**config.mk**
```make
export PLATFORM = sky130hd
export DESIGN_NAME = fsqrt_arbiter_flat
export DESIGN_NICKNAME = d
export VERILOG_FILES = /design/src/rtl/fsqrt_arbiter_if.sv /design/src/rtl/fsqrt_arbiter.sv /design/src/flat_wrapper.sv
export SDC_FILE = /design/constraint.sdc
export NUM_CORES = 1
export LEC_CHECK = 0
export ABC_AREA = 1
export BUFFER_PORTS_ARGS = -buffer_cell sky130_fd_sc_hd__buf_4
export CORE_MARGIN = 3
export CORE_UTILIZATION = 54
export CTS_CLUSTER_SIZE = 14
export DETAILED_ROUTE_END_ITERATION = 10
export GPL_ROUTABILITY_DRIVEN = 0
export GPL_TIMING_DRIVEN = 0
export PLACE_DENSITY = 0.77
export SLEW_MARGIN = 10
export SYNTH_ARGS = -nofsm -noshare
export SYNTH_HDL_FRONTEND = slang
export SYNTH_SLANG_ARGS = --single-unit
```
**constraint.sdc**
```tcl
create_clock -name clk -period 4.1 [get_ports clk]
set_input_delay 0.82 -clock clk [delete_from_list [all_inputs] [get_ports clk]]
set_output_delay 0.82 -clock clk [all_outputs]
set_load 0.05 [all_outputs]
```
**src/rtl/fsqrt_arbiter_if.sv**
```systemverilog
// Requester, response and fsqrt-datapath signals of the fsqrt arbiter.
// slave = arbiter view, master = requesters plus the fsqrt unit.
interface fsqrt_arbiter_if #(
  parameter int N_REQ = 2
);
  logic [N_REQ-1:0]    req_valid;
  logic [32*N_REQ-1:0] req_data;
  logic [N_REQ-1:0]    req_ready;
  logic [N_REQ-1:0]    resp_valid;
  logic [32*N_REQ-1:0] resp_data;
  logic [N_REQ-1:0]    resp_ready;
  logic [31:0]         sq_input_a;
  logic                sq_input_valid;
  logic [31:0]         sq_result;
  logic                sq_out_valid;
  logic                err;

  modport slave (
    input  req_valid, req_data, resp_ready, sq_result, sq_out_valid,
    output req_ready, resp_valid, resp_data, sq_input_a, sq_input_valid, err
  );

  modport master (
    output req_valid, req_data, resp_ready, sq_result, sq_out_valid,
    input  req_ready, resp_valid, resp_data, sq_input_a, sq_input_valid, err
  );
endinterface

```
**src/rtl/fsqrt_arbiter.sv**
```systemverilog
// Round-robin sharing of a non-stallable fsqrt unit; results reach the requester FIFO LAT+1 cycles after accept.
// Backpressure is by credit only: a requester is granted only while its FIFO plus in-flight ops leave room.
module fsqrt_arbiter #(
  parameter int N_REQ = 2,
  parameter int LAT   = 3,
  parameter int DEPTH = 4
) (
  input logic            clk,
  input logic            rst_n,
  fsqrt_arbiter_if.slave bus
);
  localparam int IW = (N_REQ > 1) ? $clog2(N_REQ) : 1;
  localparam int CW = $clog2(DEPTH + 1);
  localparam int PW = $clog2(DEPTH);
  localparam logic [CW:0] DEPTH_W = (CW+1)'(DEPTH);

  typedef logic [IW-1:0] id_t;

  logic [CW-1:0] fifo_count [N_REQ];
  logic [CW-1:0] inflight   [N_REQ];
  logic [PW-1:0] wptr       [N_REQ];
  logic [PW-1:0] rptr       [N_REQ];
  logic [31:0]   mem        [N_REQ][DEPTH];
  id_t           last_grant;
  logic [LAT-1:0] tag_vld;
  id_t           tag_id [LAT];
  logic          err_q;

  logic [N_REQ-1:0]    elig, grant, push_v, pop_v, dec_v, resp_vld;
  logic [32*N_REQ-1:0] resp_dat;
  logic                xfer;
  id_t                 grant_id, idx;
  logic                tail_vld, tail_full, err_set;
  id_t                 tail_id;

  // Credits come from registered counters only, so a pop frees a slot one cycle later.
  always_comb begin
    elig     = '0;
    grant    = '0;
    grant_id = '0;
    xfer     = 1'b0;
    idx      = '0;
    for (int i = 0; i < N_REQ; i++)
      elig[i] = bus.req_valid[i] &&
                (({1'b0, fifo_count[i]} + {1'b0, inflight[i]}) < DEPTH_W);
    for (int k = 1; k <= N_REQ; k++) begin
      idx = id_t'((int'(last_grant) + k) % N_REQ);
      if (!xfer && elig[idx]) begin
        xfer       = 1'b1;
        grant[idx] = 1'b1;
        grant_id   = idx;
      end
    end
  end

  assign bus.req_ready      = rst_n ? grant : '0;
  assign bus.sq_input_valid = rst_n && xfer;
  assign bus.sq_input_a     = (rst_n && xfer) ? bus.req_data[32*grant_id +: 32] : 32'h0;

  assign tail_vld  = tag_vld[LAT-1];
  assign tail_id   = tag_id[LAT-1];
  assign tail_full = (fifo_count[tail_id] == CW'(DEPTH));
  assign err_set   = (bus.sq_out_valid != tail_vld) ||
                     (bus.sq_out_valid && tail_vld && tail_full);

  always_comb begin
    push_v   = '0;
    pop_v    = '0;
    dec_v    = '0;
    resp_vld = '0;
    resp_dat = '0;
    for (int i = 0; i < N_REQ; i++) begin
      dec_v[i]    = tail_vld && (tail_id == id_t'(i));
      push_v[i]   = dec_v[i] && bus.sq_out_valid && !tail_full;
      resp_vld[i] = (fifo_count[i] != '0);
      pop_v[i]    = resp_vld[i] && bus.resp_ready[i];
      resp_dat[32*i +: 32] = resp_vld[i] ? mem[i][rptr[i]] : 32'h0;
    end
  end

  assign bus.resp_valid = resp_vld;
  assign bus.resp_data  = resp_dat;
  assign bus.err        = err_q;

  always_ff @(posedge clk or negedge rst_n) begin
    if (!rst_n) begin
      tag_vld <= '0;
      for (int s = 0; s < LAT; s++) tag_id[s] <= '0;
      last_grant <= id_t'(N_REQ - 1);
      err_q      <= 1'b0;
    end else begin
      tag_vld[0] <= xfer;
      tag_id[0]  <= grant_id;
      for (int s = 1; s < LAT; s++) begin
        tag_vld[s] <= tag_vld[s-1];
        tag_id[s]  <= tag_id[s-1];
      end
      if (xfer) last_grant <= grant_id;
      if (err_set) err_q <= 1'b1;
    end
  end

  // An orphan tag still retires its in-flight slot so the requester's credit is not lost.
  always_ff @(posedge clk or negedge rst_n) begin
    if (!rst_n) begin
      for (int i = 0; i < N_REQ; i++) begin
        fifo_count[i] <= '0;
        inflight[i]   <= '0;
        wptr[i]       <= '0;
        rptr[i]       <= '0;
      end
    end else begin
      for (int i = 0; i < N_REQ; i++) begin
        if (push_v[i]) wptr[i] <= wptr[i] + 1'b1;
        if (pop_v[i])  rptr[i] <= rptr[i] + 1'b1;
        case ({push_v[i], pop_v[i]})
          2'b10:   fifo_count[i] <= fifo_count[i] + 1'b1;
          2'b01:   fifo_count[i] <= fifo_count[i] - 1'b1;
          default: ;
        endcase
        case ({grant[i], dec_v[i]})
          2'b10:   inflight[i] <= inflight[i] + 1'b1;
          2'b01:   inflight[i] <= inflight[i] - 1'b1;
          default: ;
        endcase
      end
    end
  end

  always_ff @(posedge clk) begin
    for (int i = 0; i < N_REQ; i++)
      if (push_v[i]) mem[i][wptr[i]] <= bus.sq_result;
  end
endmodule
```
**src/flat_wrapper.sv**
```systemverilog
// flat-port wrapper written by rule: the top's interface ports become plain ports
module fsqrt_arbiter_flat 
#(
  parameter int N_REQ = 2,
  parameter int LAT   = 3,
  parameter int DEPTH = 4
)
  (clk, rst_n, bus_req_valid, bus_req_data, bus_resp_ready, bus_sq_result, bus_sq_out_valid, bus_req_ready, bus_resp_valid, bus_resp_data, bus_sq_input_a, bus_sq_input_valid, bus_err);
  fsqrt_arbiter_if #(.N_REQ(N_REQ)) bus_i ();
  input logic clk;
  input logic rst_n;
  input wire logic [$bits(bus_i.req_valid)-1:0] bus_req_valid;
  input wire logic [$bits(bus_i.req_data)-1:0] bus_req_data;
  input wire logic [$bits(bus_i.resp_ready)-1:0] bus_resp_ready;
  input wire logic [$bits(bus_i.sq_result)-1:0] bus_sq_result;
  input wire logic [$bits(bus_i.sq_out_valid)-1:0] bus_sq_out_valid;
  output wire logic [$bits(bus_i.req_ready)-1:0] bus_req_ready;
  output wire logic [$bits(bus_i.resp_valid)-1:0] bus_resp_valid;
  output wire logic [$bits(bus_i.resp_data)-1:0] bus_resp_data;
  output wire logic [$bits(bus_i.sq_input_a)-1:0] bus_sq_input_a;
  output wire logic [$bits(bus_i.sq_input_valid)-1:0] bus_sq_input_valid;
  output wire logic [$bits(bus_i.err)-1:0] bus_err;
  assign bus_i.req_valid = bus_req_valid;
  assign bus_i.req_data = bus_req_data;
  assign bus_i.resp_ready = bus_resp_ready;
  assign bus_i.sq_result = bus_sq_result;
  assign bus_i.sq_out_valid = bus_sq_out_valid;
  assign bus_req_ready = bus_i.req_ready;
  assign bus_resp_valid = bus_i.resp_valid;
  assign bus_resp_data = bus_i.resp_data;
  assign bus_sq_input_a = bus_i.sq_input_a;
  assign bus_sq_input_valid = bus_i.sq_input_valid;
  assign bus_err = bus_i.err;
  fsqrt_arbiter #(.N_REQ(N_REQ), .LAT(LAT), .DEPTH(DEPTH)) u_core (.clk(clk), .rst_n(rst_n), .bus(bus_i));
endmodule
```
Word level (Yosys, flattened, before mapping)
Memory sizes are Yosys's and may differ from the RTL's. Index checks and enable logic that the tools add are counted.

Register bits after elaboration: 28. Bits in writable memories: 256. Bits of input ports: 103. Output and inout port bits: 102. Logic and storage cells: 132. Memories: 1.

Memories: u_core.mem (depth 2, width 128, rd ports 2, clocked after Yosys merged registers in 0, write ports 1, RTL line fsqrt_arbiter.sv:23) `logic [31:0] mem [N_REQ][DEPTH];`.

Add/sub/neg operators: 16. $lt $le $gt $ge: 13. Equal/unequal tests: 10. Shifts and indexed selects: 1. Muxes and demuxes: 42. Bitwise operators: 7. Reductions and logical operators: 28.

Operators by type and width (count): 2-to-1 mux 128 bit (4); 2-to-1 mux 32 bit (9); binary-select mux 32 bit (select 2 bit) (2); demux 32 bit (select 2 bit) (2); OR reduction 128 bit (1); variable part select 64 x 7 -> 32 bit (1); one-hot mux 3 bit (2 select lines) (4); logical AND 1 bit (18); 2-to-1 mux 1 bit (13); adder 3 x 1 -> 3 bit, second input constant (4); >= comparator 3 bit, second input constant (4); NOT 2 -> 3 bit (4); subtractor 3 x 1 -> 3 bit, second input constant (4); 2-to-1 mux 3 bit (3); adder 2 x 1 -> 2 bit, second input constant (4); adder 3 x 3 -> 4 bit (2); == test 2 x 1 -> 1 bit, second input constant (4); == test 2 bit, second input constant (4); less-than comparator 4 x 3 -> 1 bit, second input constant (2); nonzero test 2 bit (4); less-than comparator 3 x 1 -> 1 bit, second input constant (2); 2-to-1 mux 2 bit (3); nonzero test 3 bit (2); less-than comparator 1 x 2 -> 1 bit, second input constant (2); 11 further kinds (15).

Longest topological paths before layout
Gate-level depths: netlist of the first run.

Depth in word-level cells: 11. Gate-level depth with buffers: 12.

Worst setup path after synthesis of the first run
Ideal clock, no wire load.

Path kind: input port to output port. From: in bus_req_valid[1]. To: out bus_sq_input_a[0]. Arrival: 2.256 ns. Required time: 3.280 ns. Setup slack: 1.024 ns. Stages on the path: 7. Cell sequence: inv_1 -> nor2_2 -> nand3_4 -> a21oi_4 -> buf_4 -> nand2_1 -> nor2_1.

Longest elaborated chain between the ends: 9. Elaborated cells on any way between the ends: 14. Those cells by class: shift (1); mux (9); reduce/logical (4).

Ends and longest elaborated chain: from (decl) (RTL line flat_wrapper.sv:12) `input wire logic [$bits(bus_i.req_valid)-1:0] bus_req_valid;`; logical AND 1 bit * (RTL line fsqrt_arbiter.sv:44) `elig[i] = bus.req_valid[i] &&`; 2-to-1 mux 1 bit (not written as such) (2 in a row) (RTL line fsqrt_arbiter.sv:48) `if (!xfer && elig[idx]) begin`; 2-to-1 mux 1 bit (RTL line fsqrt_arbiter.sv:48); zero test 1 bit (RTL line fsqrt_arbiter.sv:48); logical AND 1 bit (RTL line fsqrt_arbiter.sv:48); 2-to-1 mux 1 bit * (RTL line fsqrt_arbiter.sv:48); logical AND 1 bit *; named net bus_sq_input_valid (RTL line flat_wrapper.sv:21) `output wire logic [$bits(bus_i.sq_input_valid)-1:0] bus_sq_input_valid;`; 2-to-1 mux 32 bit * (RTL line fsqrt_arbiter.sv:58) `assign bus.sq_input_a = (rst_n && xfer) ? bus.req_data[32*grant_id +: 32] : 32'h0;`; to (decl) (RTL line flat_wrapper.sv:20) `output wire logic [$bits(bus_i.sq_input_a)-1:0] bus_sq_input_a;`.

The timed path passes the listed nets; every way through them passes the cells marked *. The select of a mux whose other input is x is not followed.

Worst setup path after layout of the first run
From: reg u_core.rptr[0] (netlist bit). To: out bus_resp_data[53].

Longest elaborated chain between the ends: 5.

Ends and longest elaborated chain: from (decl) (RTL line fsqrt_arbiter.sv:22) `logic [PW-1:0] rptr [N_REQ];`; from (signal, indexed assignment) (RTL line fsqrt_arbiter.sv:115) `if (pop_v[i]) rptr[i] <= rptr[i] + 1'b1;`; NOT 2 -> 3 bit (not written as such) (RTL line fsqrt_arbiter.sv:77) `resp_dat[32*i +: 32] = resp_vld[i] ? mem[i][rptr[i]] : 32'h0;`; binary-select mux 32 bit (select 2 bit) (RTL line fsqrt_arbiter.sv:77); 2-to-1 mux 32 bit (not written as such) (2 in a row) (RTL line fsqrt_arbiter.sv:77); 2-to-1 mux 32 bit (RTL line fsqrt_arbiter.sv:77); to (decl) (RTL line flat_wrapper.sv:19) `output wire logic [$bits(bus_i.resp_data)-1:0] bus_resp_data;`.

Every way passes these cells. The select of a mux whose other input is x is not followed.

==> results_dict.tcl, run 1 <==
set metrics [dict create \
    rows 54 \
    layout_setup_ws_ns 0.678 \
    total_power_mw 12.7 \
    dp_cells 1591 \
    via_per_inst 5.41 \
    hold_path.class "input pin to async pin" \
    ioPinCount 205 \
    grt_pass1_vias 8865 \
    h-tree-depth 1 \
    fin_skew_ns 0.0163 \
    syn_area_per_cell_um2 11.1 \
    outcome "finished, final reports clean" \
    clkTransAtPathRegs_ns 0.06 \
    fin_crit_sh_pct 83.5 \
    slowest_stage "clkbuf_1" \
    die_h_um 156 \
    start_kind "flop" \
    fin_cells 1639 \
    hold_slack_ns 0.210 \
    cts_resized 0 \
    firstDrtPassIters 5 \
    rsz0062_at_grt "no" \
    tritoncts "built" \
    cp.arrival_ns 2.60 \
    grt_pass1_wl_um 47100 \
    drc_errors 0 \
    wl_um 30700 \
    finalSetupViolCount 0 \
    clk_path_buf_depth 3 \
    worst_setup_path_end_kind "output port" \
    slew_viol_final 0 \
    overflow 0 \
    synth-seq-cells 284 \
    tightest_slew_ns 0.705 \
    synth_nets 1223 \
    cts_setup_buffers 0 \
    drive_gt1_share_pct 23.6 \
    num_vias 8861 \
    cp_top_family "buffers and inverters" \
    area.growth.synth_to_final_pct 24.3 \
    fmax_ghz 0.292 \
    drt_iter0_markers 939 \
    min_period_ns 3.42 \
    start_util_pct 55.4 \
    rrSetupSlack_ns 1.63 \
    numCtsBuffers 28 \
    post_drt_wl_per_cell_um 18.8 \
    r2r-start "u_core.fifo_count[0]" \
    nets 1465 \
    synthCells 1099 \
    root_buffer "clkbuf_16" \
    io_buffers 204 \
    grt.total_usage_pct 25.0 \
    fillers 1592 \
    cp.required_ns 3.28 \
    ir_drop_v 0.000482 \
    fp.dieW_um 156 \
    utilization_pct 68.8 \
    place_ws_ns 0.837 \
    power.density_nw_per_um2 839 \
    grt_max_degree 30 \
    leakagePower_nw 6.04 \
    clkLatencyLatePin_ns 0.53 \
    die_area_um2 24400 \
    yosysSeqAreaShare_pct 68.8 \
    ys_types 28 \
    cts_hold_buf 0 \
    dp_hpwl_um 21600 \
    coreArea_um2 22000 \
    hold_viol 0 \
    max_cap_violations 0 \
    cp_max_fo 10 \
    antenna_found_initial 0 \
    max_slew_margin_pct 52.9 \
    antenna_cells 0 \
    antenna_left 0 \
    reg2reg_depth 11 \
    synth-warning-count 0 \
    path_buf_inv 4 \
    syn_area_um2 12200 \
    clkSinkCount 284 \
    max_stage_delay_ns 0.45 \
    crit_chain "inv_2 -> buf_2 -> clkbuf_1 -> o21ai_0 -> a21oi_1 -> buf_4" \
    crit_type "flop to output port" \
    reg2reg_to "u_core.fifo_count[2]" \
]
==> cell type report <==
type	instances	area, um^2	area share [%]
flip-flops and latches	284	8390	55.3
multi-input cells	684	3270	21.5
repair buffers	212	1740	11.5
clock buffers	35	748	4.93
well taps	280	350	2.31
plain buffers	58	333	2.19
inverters	73	274	1.81
clock inverters	13	60.1	0.396
==> kinds of logic after synthesis <==
| group | after synthesis | synth area share (%) |
|---|---|---|
| xor+xnor | 10 | 0.718 |
| buf+inv | 131 | 4.97 |
| compound gates | 205 | 8.52 |
| fa+ha+maj | 21 | 2.40 |
| flops | 284 | 68.8 |
| mux | 1 | 0.0923 |
| simple gates | 447 | 14.5 |
==> cell usage in the layout (no fill, tap or decap), types with 2 or more instances in the layout <==
cell / count
inv_1: 70
buf_12: 3
xor2_1: 4
clkinv_1: 8
nor2_1: 314
nor2_2: 23
clkinvlp_4: 2
fa_1: 4
dfrtp_1: 27
nand2_1: 91
buf_16: 7
xnor2_1: 6
clkbuf_1: 30
ha_1: 17
buf_4: 217
clkinv_2: 3
clkbuf_16: 29
o21ai_1: 4
nand3_1: 7
nor2_4: 8
edfxtp_1: 256
inv_2: 3
buf_2: 18
a21oi_1: 68
o21ai_0: 131
==> how the worst max path moves through the flow <==
stage	from	endpoint	depth (start not counted)
after detailed placement	rst_n	bus_sq_input_a[21]	7
after floorplan	bus_req_valid[1]	bus_sq_input_a[0]	7
final	u_core.rptr[0]	bus_resp_data[53]	6
after CTS	u_core.inflight[2]	bus_sq_input_a[21]	8
after global placement	bus_sq_out_valid	u_core.mem[0][81]	5
after global routing	u_core.rptr[0]	bus_resp_data[53]	6
==> metrics by stage <==
step / instance area [um^2] / TNS (ns)
6_report: 15200 / 0
5_1_grt: 15200 / 0
4_1_cts: 15200 / 0
3_5_place_dp: 14400 / 0
3_3_place_gp: 14100 / -17.67
2_1_floorplan: 12200 / 0
==> worst reg2reg max path, delay by kind of cell (launching register included) <==
| family | cells | cell delay [ns] |
|---|---|---|
| flip-flops | 1 | 0.42 |
| adder cells (fa/ha/maj) | 2 | 0.64 |
| AND/OR/NAND/NOR | 5 | 0.81 |
| XOR/XNOR | 1 | 0.15 |
| buffers and inverters | 1 | 0.07 |
| AO/OA/AOI/OAI | 2 | 0.25 |
==> cells in the mapped netlist <==
cell type  instances  share of area [%]
nor2_1           322                9.9
edfxtp_1         256                 63
o21ai_0          131                5.4
nand2_1           91                2.8
inv_1             70                2.2
a21oi_1           68                2.8
dfrtp_1           27                5.5
clkbuf_1          24               0.74
nor2_2            23                1.2
buf_2             18               0.74
ha_1              17                1.7
buf_4             13               0.80
nand3_1            7               0.29
xnor2_1            6               0.43
fa_1               4               0.66
o21ai_1            4               0.16
xor2_1             4               0.29
inv_2              3              0.092
buf_12             2               0.33
a21oi_4            1               0.13
buf_8              1               0.12
dfstp_2            1               0.22
mux2_2             1              0.092
nand2_2            1              0.051
nand2_4            1              0.092
nand3_2            1              0.082
nand3_4            1               0.14
o21bai_1           1              0.062
==> where the power goes <==
group / total, mW / switching, mW / internal (mW)
clock: 2.28 / 1.00 / 1.28
sequential: 3.57 / 0.134 / 3.43
combinational: 6.88 / 4.90 / 1.98
==> routing by layer <==
| metal | up-vias | global-route usage (%) | wire length (um) | part of all wire [%] |
|---|---|---|---|---|
| met4 | 0 | 8.21 | 807 | 2.6 |
| li1 | 4174 | - | - | - |
| met3 | 66 | 4.95 | 2870 | 9.4 |
| met5 | - | 0 | 0 | 0 |
| met2 | 464 | 44.3 | 15900 | 52 |
| met1 | 4157 | 31.0 | 11200 | 36 |
==> flip-flops by register name (all words and copies together), names as in the netlist <==
signal	cells
u_core.inflight	6
u_core.tag_id	2
u_core.fifo_count	6
u_core.mem	256
u_core.wptr	4
u_core.bus.err	1
u_core.rptr	4
u_core.last_grant	1
u_core.tag_vld	3
u_core.tail_id	1
Note: power is estimated with default switching activity, not from simulation.
==> run 2: changes to the inputs <==
--- a/config.mk
+++ b/config.mk
@@ -8,12 +8,12 @@
 export ABC_AREA = 1
 export BUFFER_PORTS_ARGS = -buffer_cell sky130_fd_sc_hd__buf_4
 export CORE_MARGIN = 3
-export CORE_UTILIZATION = 54
+export CORE_UTILIZATION = 51
 export CTS_CLUSTER_SIZE = 14
 export DETAILED_ROUTE_END_ITERATION = 10
 export GPL_ROUTABILITY_DRIVEN = 0
 export GPL_TIMING_DRIVEN = 0
-export PLACE_DENSITY = 0.77
+export PLACE_DENSITY = 0.76
 export SLEW_MARGIN = 10
 export SYNTH_ARGS = -nofsm -noshare
 export SYNTH_HDL_FRONTEND = slang
==> constraint.sdc (replaced) <==
create_clock -name clk -period 2.75 [get_ports clk]
set_input_delay 0.55 -clock clk [delete_from_list [all_inputs] [get_ports clk]]
set_output_delay 0.55 -clock clk [all_outputs]
set_load 0.05 [all_outputs]
==> run 2 against run 1 <==
  * The run now ends with setup timing left
  * Wire length increased by 4.3%
  * Sequential cell count unchanged
  * Cell count rose by 2.7%
  * Clock power rose by 56%
  * Critical path type unchanged
==> results_dict.tcl, run 2 (same netlist as run 1, synthesis figures left out) <==
set metrics [dict create \
    hold-path-endpoint "u_core.mem[0][185]" \
    start_kind "flop" \
    leakagePower_nw 6.28 \
    top_layer "met4" \
    ir_drop_v 0.000924 \
    wl_met1_um 11600 \
    post_drt_wl_per_cell_um 19.0 \
    power.density_nw_per_um2 1260 \
    fin_skew_ns 0.00536 \
    final_cell_mix "nor2_1, edfxtp_1, buf_4" \
    hold_viol 0 \
    die_h_um 161 \
    fp.dieW_um 161 \
    overflow 0 \
    drt_iter0_markers 720 \
    cp_max_fo 7 \
    violations "setup timing" \
    rows 55 \
    area.growth.synth_to_final_pct 30.1 \
    drc_errors 0 \
    largest_reg_flops 256 \
    via_per_inst 5.40 \
    firstDrtPassIters 5 \
    finalSetupViolCount 34 \
    start_util_pct 52.9 \
    clk_path_buf_depth 3 \
    grt.total_usage_pct 23.9 \
    utilization_pct 68.8 \
    tightest_slew_ns 0.611 \
    tritoncts "built" \
    clkLatencyLatePin_ns 0.52 \
    h-tree-depth 1 \
    crit_type "flop to output port" \
    max_slew_margin_pct 59.1 \
    numCtsBuffers 27 \
    coreArea_um2 23100 \
    reg2reg_depth 11 \
    r2r-start "u_core.inflight[2]" \
    antenna_cells 0 \
    hold_slack_ns 0.266 \
    reg2reg_to "u_core.inflight[2]" \
    cp.required_ns 2.20 \
    clkSinkCount 284 \
    layout.cells.most_common "nor2_1" \
    min_period_ns 2.92 \
    grt_pass1_vias 9239 \
    outcome "finished, violations left" \
    fmax_ghz 0.343 \
    rsz0062_at_grt "yes" \
    dp_hpwl_um 20800 \
    wl_um 32100 \
    hold_path.class "input pin to flop" \
    ioPinCount 205 \
    die_area_um2 25800 \
    slew_viol_final 0 \
    root_buffer "clkbuf_16" \
    min_from "bus_sq_result[25]" \
    num_vias 9091 \
    grt_max_degree 28 \
    holdPathStages 1 \
    wl_met3_um 3160 \
    io_buffers 204 \
    fin_crit_sh_pct 106 \
    rrSetupSlack_ns 0.25 \
    drive_gt1_share_pct 30.0 \
    grt_pass1_wl_um 48200 \
    worst_setup_path_end_kind "output port" \
    antenna_left 0 \
    layout_setup_ws_ns -0.167 \
    wl_met2_um 16200 \
    nets 1474 \
    antenna_found_initial 0 \
    clkTransAtPathRegs_ns 0.06 \
    cp.arrival_ns 2.37 \
    max_cap_violations 0 \
]
[run 2: worst max-delay path by stage]
| stage | start | to | slack [ns] | cells after the start |
|---|---|---|---|---|
| 6_report | u_core.fifo_count[5] | bus_sq_input_a[24] | -0.17 | 11 |
| 5_1_grt | u_core.inflight[5] | bus_sq_input_a[16] | -0.25 | 11 |
| 4_1_cts | u_core.fifo_count[5] | bus_sq_input_a[3] | -0.13 | 11 |
| 3_5_place_dp | rst_n | bus_sq_input_a[2] | 0.11 | 7 |
| 3_3_place_gp | bus_sq_out_valid | u_core.mem[0][234] | -1.18 | 5 |
| 2_1_floorplan | u_core.fifo_count[5] | u_core.mem[0][0] | 0.01 | 7 |
[run 2: metal layers]
metal | up-vias | GRT usage, %
met5 | - | 0
met4 | 0 | 9.35
met3 | 79 | 4.82
met2 | 534 | 42.1
met1 | 4290 | 28.8
li1 | 4188 | -
[run 2: area by class of cell]
| cell class | count | area [um^2] |
|---|---|---|
| timing repair buffer | 222 | 2020 |
| multi-input combinational | 684 | 3520 |
| clock buffer | 34 | 702 |
| sequential | 284 | 8390 |
| inverter | 73 | 274 |
| buffer | 58 | 429 |
| clock inverter | 15 | 146 |
| tap | 313 | 392 |
| fill | 1551 | 7180 |
[run 2: critical path, stage by stage (launching register included)]
cell and delay (ns):
dfrtp_1 0.40, ha_1 0.27, inv_1 0.05, nand2_1 0.06
nor2_2 0.13, nand2_2 0.10, a21oi_4 0.16, buf_12 0.16
buf_6 0.13, nand2_1 0.09, nor2_2 0.13, buf_6 0.18
[run 2: power breakdown]
part	leakage [nW]	internal, mW	switching, mW
registers	2.64	5.12	0.210
clock network	0.403	2.08	1.48
logic	3.23	3.45	7.71
total	6.28	10.6	9.41
[run 2: through the flow]
| stage | area (um^2) | setup TNS [ns] | instances | power, mW | setup WS, ns |
|---|---|---|---|---|---|
| after floorplan | 12200 | 0 | 1099 | 12.4 | 0.0140 |
| after global placement | 14100 | -285.07 | 1616 | 15.4 | -1.18 |
| after detailed placement | 14400 | 0 | 1624 | 15.7 | 0.111 |
| after CTS | 15600 | -3.69 | 1682 | 19.7 | -0.134 |
| after global routing | 15900 | -7.55 | 1683 | 21.0 | -0.250 |
| final | 15900 | -3.56 | 1683 | 20.1 | -0.167 |
[run 2: repair_timing]
| action | 4_1_cts | 5_1_grt |
|---|---|---|
| pin swaps | 16 | 22 |
| cloned | 3 | 0 |
| setup buffers | 4 | 1 |
| endpoints found under the setup margin | 93 | 77 |
| gates resized for setup | 99 | 96 |
| hold buffers | 2 | 0 |
| hold endpoints to repair | 27 | 0 |
==> run 3: changes to the inputs <==
--- a/config.mk
+++ b/config.mk
@@ -14,6 +14,7 @@
 export GPL_ROUTABILITY_DRIVEN = 0
 export GPL_TIMING_DRIVEN = 0
 export PLACE_DENSITY = 0.76
+export REMOVE_ABC_BUFFERS = 1
 export SLEW_MARGIN = 10
 export SYNTH_ARGS = -nofsm -noshare
 export SYNTH_HDL_FRONTEND = slang
==> run 3 against run 2 <==
  * The run still ends with setup timing left
  * Via count is 0.76% lower
  * Sequential power is 2% higher
  * Worst setup slack worse by 0.028 ns
  * Critical endpoint is now bus_sq_input_a[13]
  * Non-clock buffer count is 25 lower
  * Combinational power is 5% higher
  * Wire length is 2.1% higher
  * Power is 5.3% higher
  * Critical path type unchanged
  * Utilization is 2.4 points higher
  * Worst hold slack worse by 0.023 ns
==> results_dict.tcl, run 3 (same netlist as run 1, synthesis figures left out) <==
set metrics [dict create \
    drt_iter0_markers 610 \
    max_cap_violations 0 \
    largest_reg_flops 256 \
    fp.dieW_um 161 \
    coreArea_um2 23100 \
    crit_type "flop to output port" \
    reg2reg_depth 12 \
    slowest_stage "dfrtp_1" \
    num_vias 9022 \
    numCtsBuffers 28 \
    holdPathStages 1 \
    fmax_ghz 0.340 \
    post_drt_wl_per_cell_um 19.6 \
    min_period_ns 2.94 \
    r2r-start "u_core.inflight[2]" \
    path_buf_inv 3 \
    grt_pass1_wl_um 48300 \
    antenna_found_initial 0 \
    die_area_um2 25800 \
    leakagePower_nw 6.36 \
    fin_cells 1670 \
    total_power_mw 21.1 \
    layout_setup_ws_ns -0.195 \
    design_area_um2 16400 \
    crit_chain "ha_1 -> nor2_2 -> nand3_4 -> buf_12 -> clkinv_16 -> nand2_8 -> nand2_2 -> nand2_2 -> nor2_4 -> buf_8" \
    rsz0062_at_grt "yes" \
    nets 1462 \
    cp_top_family "simple AND/OR/NAND/NOR gates" \
    min_from "bus_sq_result[30]" \
    max_stage_delay_ns 0.39 \
    ioPinCount 205 \
    hold_path.class "input pin to flop" \
    antenna_left 0 \
    cp.arrival_ns 2.39 \
    grt.total_usage_pct 24.2 \
    rrSetupSlack_ns 0.12 \
    overflow 0 \
    clkTransAtPathRegs_ns 0.06 \
    hold_slack_ns 0.243 \
    wl_um 32700 \
    worst_setup_path_end_kind "output port" \
    dp_hpwl_um 17400 \
    tritoncts "built" \
    fin_crit_sh_pct 107 \
    tightest_slew_ns 0.602 \
    reg2reg_to "u_core.inflight[2]" \
    hold-path-endpoint "u_core.mem[0][126]" \
    finalSetupViolCount 34 \
    layout.cells.most_common "nor2_1" \
    h-tree-depth 1 \
    drive_gt1_share_pct 32.2 \
    fin_skew_ns 0.0233 \
    slew_viol_final 0 \
    io_buffers 204 \
    grt_pass1_vias 9101 \
    cpMostUsedCell "nand2_2" \
    ir_drop_v 0.000923 \
    outcome "finished, violations left" \
    area.growth.synth_to_final_pct 34.6 \
    firstDrtPassIters 5 \
    grt_max_degree 66 \
    violations "setup timing" \
    rows 55 \
    cp_max_fo 8 \
    clkLatencyLatePin_ns 0.54 \
    final_cell_mix "nor2_1, edfxtp_1, buf_4" \
    max_slew_margin_pct 59.8 \
    antenna_cells 0 \
    power.density_nw_per_um2 1290 \
    start_util_pct 52.9 \
    drc_errors 0 \
    die_h_um 161 \
    via_per_inst 5.40 \
    start_kind "flop" \
    clkSinkCount 284 \
    cp.required_ns 2.20 \
    dp_cells 1568 \
    place_ws_ns -0.518 \
    clk_path_buf_depth 3 \
    root_buffer "clkbuf_16" \
    placed_area_um2 14100 \
    hold_viol 0 \
]
## run 3: worst register-to-register path: cells and delay by family (launching register included)
family / cells / cell delay, ns
DFF: 1 / 0.39
adders and majority gates: 3 / 0.92
AOI/OAI and AO/OA: 2 / 0.23
buffers and inverters: 3 / 0.46
xor gates and xnor gates: 1 / 0.13
and+or+nand+nor: 3 / 0.39
## run 3: layer usage
| layer | up-vias | global-route usage (%) | wire length [um] |
|---|---|---|---|
| met1 | 4314 | 27.6 | 11600 |
| met4 | 0 | 9.31 | 1560 |
| met2 | 418 | 44.9 | 17000 |
| met5 | - | 0 | 0 |
| li1 | 4188 | - | - |
| met3 | 102 | 4.49 | 2530 |
## run 3: how the worst max path moves through the flow
stage | from | to | slack, ns | cells past startpoint
2_1_floorplan | u_core.rptr[2] | bus_resp_data[0] | -0.37 | 3
3_3_place_gp | u_core.rptr[2] | bus_resp_data[29] | -1.73 | 4
3_5_place_dp | u_core.rptr[1] | bus_resp_data[40] | -0.52 | 5
4_1_cts | u_core.fifo_count[5] | bus_sq_input_a[11] | -0.19 | 11
5_1_grt | u_core.inflight[2] | bus_sq_input_a[0] | -0.26 | 9
6_report | u_core.inflight[2] | bus_sq_input_a[13] | -0.19 | 10
## run 3: power breakdown
group | internal [mW] | leakage (nW) | switching, mW | total, mW
Combinational | 3.71 | 3.26 | 8.07 | 11.8
Clock | 2.37 | 0.465 | 1.54 | 3.91
Sequential | 5.14 | 2.64 | 0.291 | 5.43
Total | 11.2 | 6.36 | 9.90 | 21.1
## run 3: through the flow
step	TNS, ns	util (%)
global route	-7.78	71.2
CTS	-5.45	69.2
finish	-5.13	71.2
floorplan	-31.24	-
global placement	-453.58	59.8
detailed placement	-15.94	61.1
## run 3: what timing repair did
item,in CTS,in global routing
setup endpoints to repair,99,51
resized for setup,112,102
buffers inserted,33,6
endpoints found under the hold margin,27,0
cloned,9,4
hold buffers,2,0
pin swaps,25,37
## run 3: final cells by class
type	instances	area, um^2
Clock buffer	29	726
Timing Repair Buffer	255	2410
Timing Repair inverter	2	18.8
Sequential cell	284	8400
Fill cell	1454	6630
Multi-Input combinational cell	694	3890
Clock inverter	20	226
Tap cell	313	392
Inverter	73	348
